$ cat src/rtl/ifu_fetch_resp_pkg.sv
// Shared types and constants for the instruction-fetch responder.
// The FSM state encoding, the NOP fill word and the fetch-group width live here.
package ifu_fetch_resp_pkg;

   typedef enum logic [2:0] {
      S_IDLE   = 3'd0,
      S_ADDR   = 3'd1,
      S_DATA   = 3'd2,
      S_VALID  = 3'd3,
      S_CANCEL = 3'd4
   } state_t;

   localparam logic [31:0] INST_NOP    = 32'h0000_0000;
   localparam int          FETCH_WIDTH = 2;

   // The bus always reads the 8-byte-aligned doubleword that holds pc.
   function automatic logic [31:0] align_addr(input logic [31:0] a);
      return {a[31:3], 3'b000};
   endfunction

endpackage

$ cat src/rtl/ifu_fetch_resp_if.sv
// SRAM-like instruction bus between the fetch responder (master) and memory (slave).
// Handshake: inst_req/inst_addr are held until a cycle with inst_addr_ok; exactly one
// inst_data_ok with inst_rdata follows later, and only one read is outstanding at a time.
interface ifu_fetch_resp_if;
   import ifu_fetch_resp_pkg::*;

   logic                        inst_req;
   logic [31:0]                 inst_addr;
   logic                        inst_addr_ok;
   logic                        inst_data_ok;
   logic [FETCH_WIDTH*32-1:0]   inst_rdata;

   modport master (
      output inst_req,
      output inst_addr,
      input  inst_addr_ok,
      input  inst_data_ok,
      input  inst_rdata
   );

   modport slave (
      input  inst_req,
      input  inst_addr,
      output inst_addr_ok,
      output inst_data_ok,
      output inst_rdata
   );

endinterface

$ cat src/rtl/ifu_fetch_resp_fetch_align.sv
// Picks the instruction word(s) of a returned doubleword that belong to the fetch group.
// An odd-slot PC only has one valid instruction left in its doubleword.
module ifu_fetch_resp_fetch_align
   import ifu_fetch_resp_pkg::*;
(
   input  logic [FETCH_WIDTH*32-1:0] rdata,
   input  logic                      odd_slot,
   output logic [31:0]               word1,
   output logic [31:0]               word2,
   output logic                      pair_valid
);

   always_comb begin
      word1      = rdata[31:0];
      word2      = rdata[63:32];
      pair_valid = 1'b1;
      if (odd_slot) begin
         word1      = rdata[63:32];
         word2      = INST_NOP;
         pair_valid = 1'b0;
      end
   end

endmodule

$ cat src/rtl/ifu_fetch_resp.sv
// Instruction-fetch responder: one 64-bit read per fetch group, delivers one or two
// instructions, holds them under stall and discards reads made stale by a redirect.
module ifu_fetch_resp
   import ifu_fetch_resp_pkg::*;
#(
   parameter state_t RESET_STATE = S_IDLE
) (
   input  logic                  clk,
   input  logic                  rst,
   input  logic [31:0]           pc,
   input  logic                  flush,
   input  logic                  stall,
   output logic [31:0]           inst_rdata_1,
   output logic [31:0]           inst_rdata_2,
   output logic                  inst_rdata_1_ok,
   output logic                  inst_rdata_2_ok,
   output logic [31:0]           inst_pc,
   output logic                  fetch_adel,
   ifu_fetch_resp_if.master      bus,
   output state_t                dbg_state
);

   state_t      state_q, state_d;
   logic [31:0] inst_pc_q, inst_pc_d;
   logic [31:0] rd1_q, rd1_d;
   logic [31:0] rd2_q, rd2_d;
   logic        pair_q, pair_d;
   logic        adel_q, adel_d;

   logic [31:0] al_word1, al_word2;
   logic        al_pair;
   logic        pc_misaligned;

   assign pc_misaligned = |pc[1:0];
   assign bus.inst_addr = align_addr(pc);

   // inst_pc_q is already latched when data returns, so it selects the slot.
   ifu_fetch_resp_fetch_align u_align (
      .rdata      (bus.inst_rdata),
      .odd_slot   (inst_pc_q[2]),
      .word1      (al_word1),
      .word2      (al_word2),
      .pair_valid (al_pair)
   );

   always_comb begin
      state_d         = state_q;
      inst_pc_d       = inst_pc_q;
      rd1_d           = rd1_q;
      rd2_d           = rd2_q;
      pair_d          = pair_q;
      adel_d          = adel_q;
      bus.inst_req    = 1'b0;
      inst_rdata_1_ok = 1'b0;
      inst_rdata_2_ok = 1'b0;

      unique case (state_q)
         S_IDLE: state_d = S_ADDR;

         S_ADDR: begin
            if (pc_misaligned) begin
               // A redirect replaces the faulting pc, so no exception is reported for it.
               if (!flush) begin
                  inst_pc_d = pc;
                  adel_d    = 1'b1;
                  rd1_d     = INST_NOP;
                  rd2_d     = INST_NOP;
                  pair_d    = 1'b0;
                  state_d   = S_VALID;
               end
            end else begin
               bus.inst_req = 1'b1;
               if (bus.inst_addr_ok) begin
                  if (flush) begin
                     state_d = S_CANCEL;
                  end else begin
                     inst_pc_d = pc;
                     adel_d    = 1'b0;
                     state_d   = S_DATA;
                  end
               end
            end
         end

         S_DATA: begin
            if (bus.inst_data_ok) begin
               if (flush) begin
                  state_d = S_ADDR;
               end else begin
                  rd1_d   = al_word1;
                  rd2_d   = al_word2;
                  pair_d  = al_pair;
                  state_d = S_VALID;
               end
            end else if (flush) begin
               state_d = S_CANCEL;
            end
         end

         S_VALID: begin
            inst_rdata_1_ok = ~stall & ~flush;
            inst_rdata_2_ok = ~stall & ~flush & pair_q;
            if (~stall | flush) state_d = S_ADDR;
         end

         // The read is still in flight on the bus; wait it out before issuing another.
         S_CANCEL: begin
            if (bus.inst_data_ok) state_d = S_ADDR;
         end

         default: state_d = RESET_STATE;
      endcase
   end

   always_ff @(posedge clk) begin
      if (rst) begin
         state_q   <= RESET_STATE;
         inst_pc_q <= 32'h0;
         rd1_q     <= INST_NOP;
         rd2_q     <= INST_NOP;
         pair_q    <= 1'b0;
         adel_q    <= 1'b0;
      end else begin
         state_q   <= state_d;
         inst_pc_q <= inst_pc_d;
         rd1_q     <= rd1_d;
         rd2_q     <= rd2_d;
         pair_q    <= pair_d;
         adel_q    <= adel_d;
      end
   end

   assign inst_rdata_1 = rd1_q;
   assign inst_rdata_2 = rd2_q;
   assign inst_pc      = inst_pc_q;
   assign fetch_adel   = adel_q;
   assign dbg_state    = state_q;

endmodule

$ cat src/flat_wrapper.sv
// flat-port wrapper written by rule: the top's interface ports become plain ports
module ifu_fetch_resp_flat import ifu_fetch_resp_pkg::*;
#(
   parameter state_t RESET_STATE = S_IDLE
)
  (clk, rst, pc, flush, stall, inst_rdata_1, inst_rdata_2, inst_rdata_1_ok, inst_rdata_2_ok, inst_pc, fetch_adel, dbg_state, bus_inst_req, bus_inst_addr, bus_inst_addr_ok, bus_inst_data_ok, bus_inst_rdata);
  ifu_fetch_resp_if bus_i ();
  input  logic clk;
  input  logic rst;
  input  logic [31:0] pc;
  input  logic flush;
  input  logic stall;
  output logic [31:0] inst_rdata_1;
  output logic [31:0] inst_rdata_2;
  output logic inst_rdata_1_ok;
  output logic inst_rdata_2_ok;
  output logic [31:0] inst_pc;
  output logic fetch_adel;
  output state_t dbg_state;
  output wire logic [$bits(bus_i.inst_req)-1:0] bus_inst_req;
  output wire logic [$bits(bus_i.inst_addr)-1:0] bus_inst_addr;
  input wire logic [$bits(bus_i.inst_addr_ok)-1:0] bus_inst_addr_ok;
  input wire logic [$bits(bus_i.inst_data_ok)-1:0] bus_inst_data_ok;
  input wire logic [$bits(bus_i.inst_rdata)-1:0] bus_inst_rdata;
  assign bus_inst_req = bus_i.inst_req;
  assign bus_inst_addr = bus_i.inst_addr;
  assign bus_i.inst_addr_ok = bus_inst_addr_ok;
  assign bus_i.inst_data_ok = bus_inst_data_ok;
  assign bus_i.inst_rdata = bus_inst_rdata;
  ifu_fetch_resp #(.RESET_STATE(RESET_STATE)) u_core (.clk(clk), .rst(rst), .pc(pc), .flush(flush), .stall(stall), .inst_rdata_1(inst_rdata_1), .inst_rdata_2(inst_rdata_2), .inst_rdata_1_ok(inst_rdata_1_ok), .inst_rdata_2_ok(inst_rdata_2_ok), .inst_pc(inst_pc), .fetch_adel(fetch_adel), .bus(bus_i), .dbg_state(dbg_state));
endmodule
$ cat config.mk
export PLATFORM = sky130hd
export DESIGN_NAME = ifu_fetch_resp_flat
export DESIGN_NICKNAME = d
export VERILOG_FILES = /design/src/rtl/ifu_fetch_resp_pkg.sv /design/src/rtl/ifu_fetch_resp_if.sv /design/src/rtl/ifu_fetch_resp_fetch_align.sv /design/src/rtl/ifu_fetch_resp.sv /design/src/flat_wrapper.sv
export SDC_FILE = /design/constraint.sdc
export NUM_CORES = 1
export LEC_CHECK = 0
export ABC_CLOCK_PERIOD_IN_PS = 2180
export BUFFER_PORTS_ARGS = -buffer_cell sky130_fd_sc_hd__buf_4
export CORE_MARGIN = 1
export CORE_UTILIZATION = 44
export CTS_CLUSTER_SIZE = 28
export DETAILED_ROUTE_END_ITERATION = 8
export GPL_TIMING_DRIVEN = 0
export HOLD_SLACK_MARGIN = 0.08
export PLACE_DENSITY = 0.88
export REMOVE_ABC_BUFFERS = 1
export SETUP_SLACK_MARGIN = 0.2
export SLEW_MARGIN = 5
export SYNTH_ARGS = -nofsm -noshare
export SYNTH_HDL_FRONTEND = slang
export SYNTH_SLANG_ARGS = --single-unit
$ cat constraint.sdc
create_clock -name clk -period 2.18 [get_ports clk]
set_input_delay 0.109 -clock clk [delete_from_list [all_inputs] [get_ports clk]]
set_output_delay 0.109 -clock clk [all_outputs]
set_load 0.02 [all_outputs]
==> impl_metrics.json <==
{
  "status": "complete, but fails checks",
  "violations": "design-rule violations",
  "power.density_nw_per_um2": 606,
  "cts_inserted_buffers": 9,
  "synth-simple-area-share_pct": 13.8,
  "max_freq_mhz": 524,
  "synthXorXnorAreaFrac_pct": 0,
  "worstPathRequired_ps": 2450,
  "crit_family": "flip-flops",
  "yosysSeqAreaShare_pct": 50.1,
  "ys_ff_latch": 101,
  "clock_sinks": 101,
  "hold_depth": 3,
  "core.rowCount": 34,
  "muxShareOfSynthArea_pct": 7.93,
  "drc": 32,
  "grt_pass1_wl_um": 24700,
  "clk_path_buf_depth": 2,
  "rsz0062_at_grt": "no",
  "period_needed_ps": 1910,
  "first_pass_iters": 7,
  "dr_total_vias": 4538,
  "initial_core_util_pct": 45.9,
  "synth_warnings": 0,
  "critPathBufInv": 3,
  "via_per_inst": 5.37,
  "whs_endpoint": "u_core.dbg_state[2]$_SDFFE_PP0P_",
  "clkLatencyLatePin_ps": 350,
  "power_leakage_nw": 3.06,
  "h-tree-depth": 3,
  "die_y_um": 97.8,
  "critPathArrivalTime_ps": 2170,
  "dieArea_um2": 9570,
  "n_antenna_cell": 0,
  "antenna_found_initial": 0,
  "finalCoreUtilization_pct": 78.2,
  "relSlewSlack_pct": 57.6,
  "synth_cell_types": 38,
  "syn-instance-count": 435,
  "reg2reg_from": "u_core.dbg_state[2]$_SDFFE_PP0P_",
  "drt_iter0_drc": 278,
  "syn_area_um2": 4040,
  "cts.clk_slew.worst_paths_ps": 100,
  "tns_ps": 0,
  "drt-wirelength-per-cell_um": 19.1,
  "final-max-slew-violation-count": 0,
  "fin_skew_ps": 16.4,
  "reg2reg_to": "u_core.inst_rdata_1[16]$_SDFFE_PP0P_",
  "area_growth_pct": 70.5,
  "synth.avg_cell_area_um2": 9.28,
  "rrSetupSlack_ps": 270,
  "hold_path_class": "in2reg",
  "layout-drive-gt1-share_pct": 37.4,
  "track_usage_pct": 33.1,
  "setup_viol": 0,
  "crit_chain": "nor3b_4, buf_4, a221oi_4, buf_8, buf_8, nand2_1, o21ai_0",
  "reg2reg_depth": 7,
  "worstSetupStartpointType": "flop",
  "synth_top_family_by_area": "compound AO/OA/AOI/OAI gates",
  "critPathKind": "reg2reg",
  "tightest_slew_ps": 636,
  "gr-total-overflow": 0,
  "synth_compound_area_share_pct": 17.7,
  "grt_start_max_net_pins": 40,
  "grt_pass1_vias": 4765,
  "fp.coreArea_um2": 8810,
  "place.gp.congestion": 0.891,
  "ios": 237,
  "slowest_delay_ps": 610,
  "dp.final_hpwl_um": 8990,
  "num-nets-final": 834,
  "vdd_drop_max_mv": 0.485,
  "end_kind": "flop",
  "port_buffers": 233,
  "hold_violations": 0,
  "crit_path_frequent_cell": "buf_8",
  "postRouteAntennaNets": 0,
  "root_buffer": "clkbuf_8",
  "cts_tree": "yes",
  "dieWidth_um": 97.8,
  "critPathMaxFanout": 19,
  "critPathSlowestCell": "dfxtp_1",
  "min_from": "bus_inst_data_ok",
  "post-route-period-util_pct": 87.5,
  "drt-total-wl_um": 16200,
  "yosys.area_share.adder_pct": 0,
  "cap_violations": 0
}
cells in the mapped netlist:
| cell type | number | share of area, % |
|---|---|---|
| nand4b_1 | 1 | 0.22 |
| buf_6 | 2 | 0.56 |
| a221oi_1 | 1 | 0.22 |
| nor2_1 | 7 | 0.65 |
| a22oi_1 | 1 | 0.19 |
| nor4b_4 | 1 | 0.59 |
| a21o_1 | 1 | 0.19 |
| a21oi_1 | 35 | 4.3 |
| conb_1 | 1 | 0.093 |
| mux2i_1 | 32 | 7.9 |
| o21ai_1 | 7 | 0.87 |
| a2111oi_0 | 1 | 0.22 |
| nor2_4 | 1 | 0.28 |
| o2111ai_1 | 1 | 0.22 |
| and3_1 | 1 | 0.15 |
| o21a_1 | 1 | 0.19 |
| a22o_1 | 32 | 6.9 |
| nor2b_1 | 1 | 0.15 |
| nor3b_1 | 2 | 0.37 |
| a31o_2 | 1 | 0.22 |
| clkbuf_1 | 9 | 0.84 |
| o21ai_0 | 30 | 3.7 |
| or2_2 | 1 | 0.15 |
| nor3b_4 | 1 | 0.46 |
| dfxtp_1 | 101 | 50 |
| nor3_1 | 3 | 0.37 |
| buf_2 | 8 | 0.99 |
| and2b_1 | 1 | 0.19 |
| buf_4 | 41 | 7.6 |
| inv_1 | 3 | 0.28 |
| nand3b_2 | 1 | 0.28 |
| a221oi_2 | 1 | 0.37 |
| nand2b_1 | 1 | 0.15 |
| nand2_1 | 98 | 9.1 |
| nand3b_1 | 1 | 0.19 |
| buf_1 | 2 | 0.19 |
| nor4_1 | 1 | 0.15 |
| and2_1 | 2 | 0.31 |
worst reg2reg max path, cell delays in order, from the launching register on:
cell,delay (ps)
dfxtp_1,610
nor3b_4,90
buf_4,170
a221oi_4,380
buf_8,210
buf_8,180
nand2_1,80
o21ai_0,90
per-layer routing:
| metal | part of all wire, % | up-vias | GRT usage, % |
|---|---|---|---|
| met5 | 0 | - | 0 |
| met4 | 3.5 | 0 | 15.2 |
| met3 | 8.6 | 59 | 9.09 |
| met2 | 52 | 288 | 61.9 |
| met1 | 36 | 2141 | 34.3 |
| li1 | - | 2050 | - |
cell families (layout without fill, tap and decap cells):
group | count (synthesis) | after routing
AND/OR/NAND/NOR | 124 | 126
other | 1 | 3
flip-flops | 101 | 101
multiplexers | 32 | 32
AO/OA/AOI/OAI | 112 | 112
buffers and inverters | 65 | 363
cells in the final DEF (no fill, tap or decap), types with 2 or more instances in the layout:
cell	n
buf_4	242
dfxtp_1	100
nand2_1	98
dlygate4sd3_1	96
a21oi_1	35
a22o_1	32
mux2i_1	32
o21ai_0	30
clkbuf_8	10
nor2_1	7
o21ai_1	6
buf_8	4
inv_1	3
nor3_1	3
conb_1	3
clkinvlp_4	3
and2_1	2
nor2_4	2
nor3b_1	2
buf_12	2
area by class of cell:
class                   instances  area, um^2
clock inverters                 5        36.3
multi-input cells             273        1660
flip-flops and latches        101        2020
repair buffers                344        2880
fillers                       508        1920
clock buffers                  11         141
well taps                     108         135
inverters                       3        11.3
power breakdown:
part	internal [W]	switching (W)
Sequential	0.00193	0.0000858
Combinational	0.000532	0.000545
Clock	0.000448	0.000638
Total	0.00290	0.00127
worst max-delay path by stage:
stage,from,endpoint,slack [ps],cells after the start
finish,u_core.dbg_state[2]$_SDFFE_PP0P_,u_core.inst_rdata_1[16]$_SDFFE_PP0P_,270,7
global route,u_core.dbg_state[1]$_SDFFE_PP0P_,inst_rdata_2_ok,200,4
CTS,u_core.dbg_state[1]$_SDFFE_PP0P_,u_core.inst_rdata_2[18]$_SDFFE_PP0P_,220,5
global placement,u_core.dbg_state[2]$_SDFFE_PP0P_,u_core.inst_rdata_2[0]$_SDFFE_PP0P_,-2120,3
detailed placement,u_core.dbg_state[1]$_SDFFE_PP0P_,u_core.inst_rdata_2[18]$_SDFFE_PP0P_,-570,4
floorplan,u_core.dbg_state[2]$_SDFFE_PP0P_,u_core.inst_rdata_2[0]$_SDFFE_PP0P_,-1120,3
flip-flops by register name (all words and copies together), names as in the netlist:
| signal | flops |
|---|---|
| u_core.inst_pc | 32 |
| u_core.fetch_adel | 1 |
| u_core.pair_q | 1 |
| u_core.inst_rdata_1 | 32 |
| u_core.inst_rdata_2 | 32 |
| u_core.dbg_state | 3 |
metrics by stage:
| step | worst slack, ps | instance area, um^2 | hold WS [ps] | instances | total power (W) |
|---|---|---|---|---|---|
| CTS | 217 | 6850 | 107 | 842 | 0.00414 |
| global placement | -2120 | 5520 | 335 | 716 | 0.00283 |
| finish | 272 | 6890 | 137 | 845 | 0.00417 |
| detailed placement | -569 | 5620 | 341 | 721 | 0.00290 |
| global route | 196 | 6890 | 138 | 845 | 0.00433 |
| floorplan | -1120 | 3630 | 178 | 375 | 0.00239 |
repair_timing:
| action | 4_1_cts | 5_1_grt |
|---|---|---|
| resized for setup | 4 | 2 |
| endpoints found under the setup margin | 65 | 93 |
| gates cloned | 2 | 0 |
| endpoints found under the hold margin | 96 | 0 |
| pin swaps | 3 | 0 |
| buffers inserted | 7 | 3 |
| hold buffers | 96 | 0 |
No activity file was read; power rests on OpenSTA's default activity.
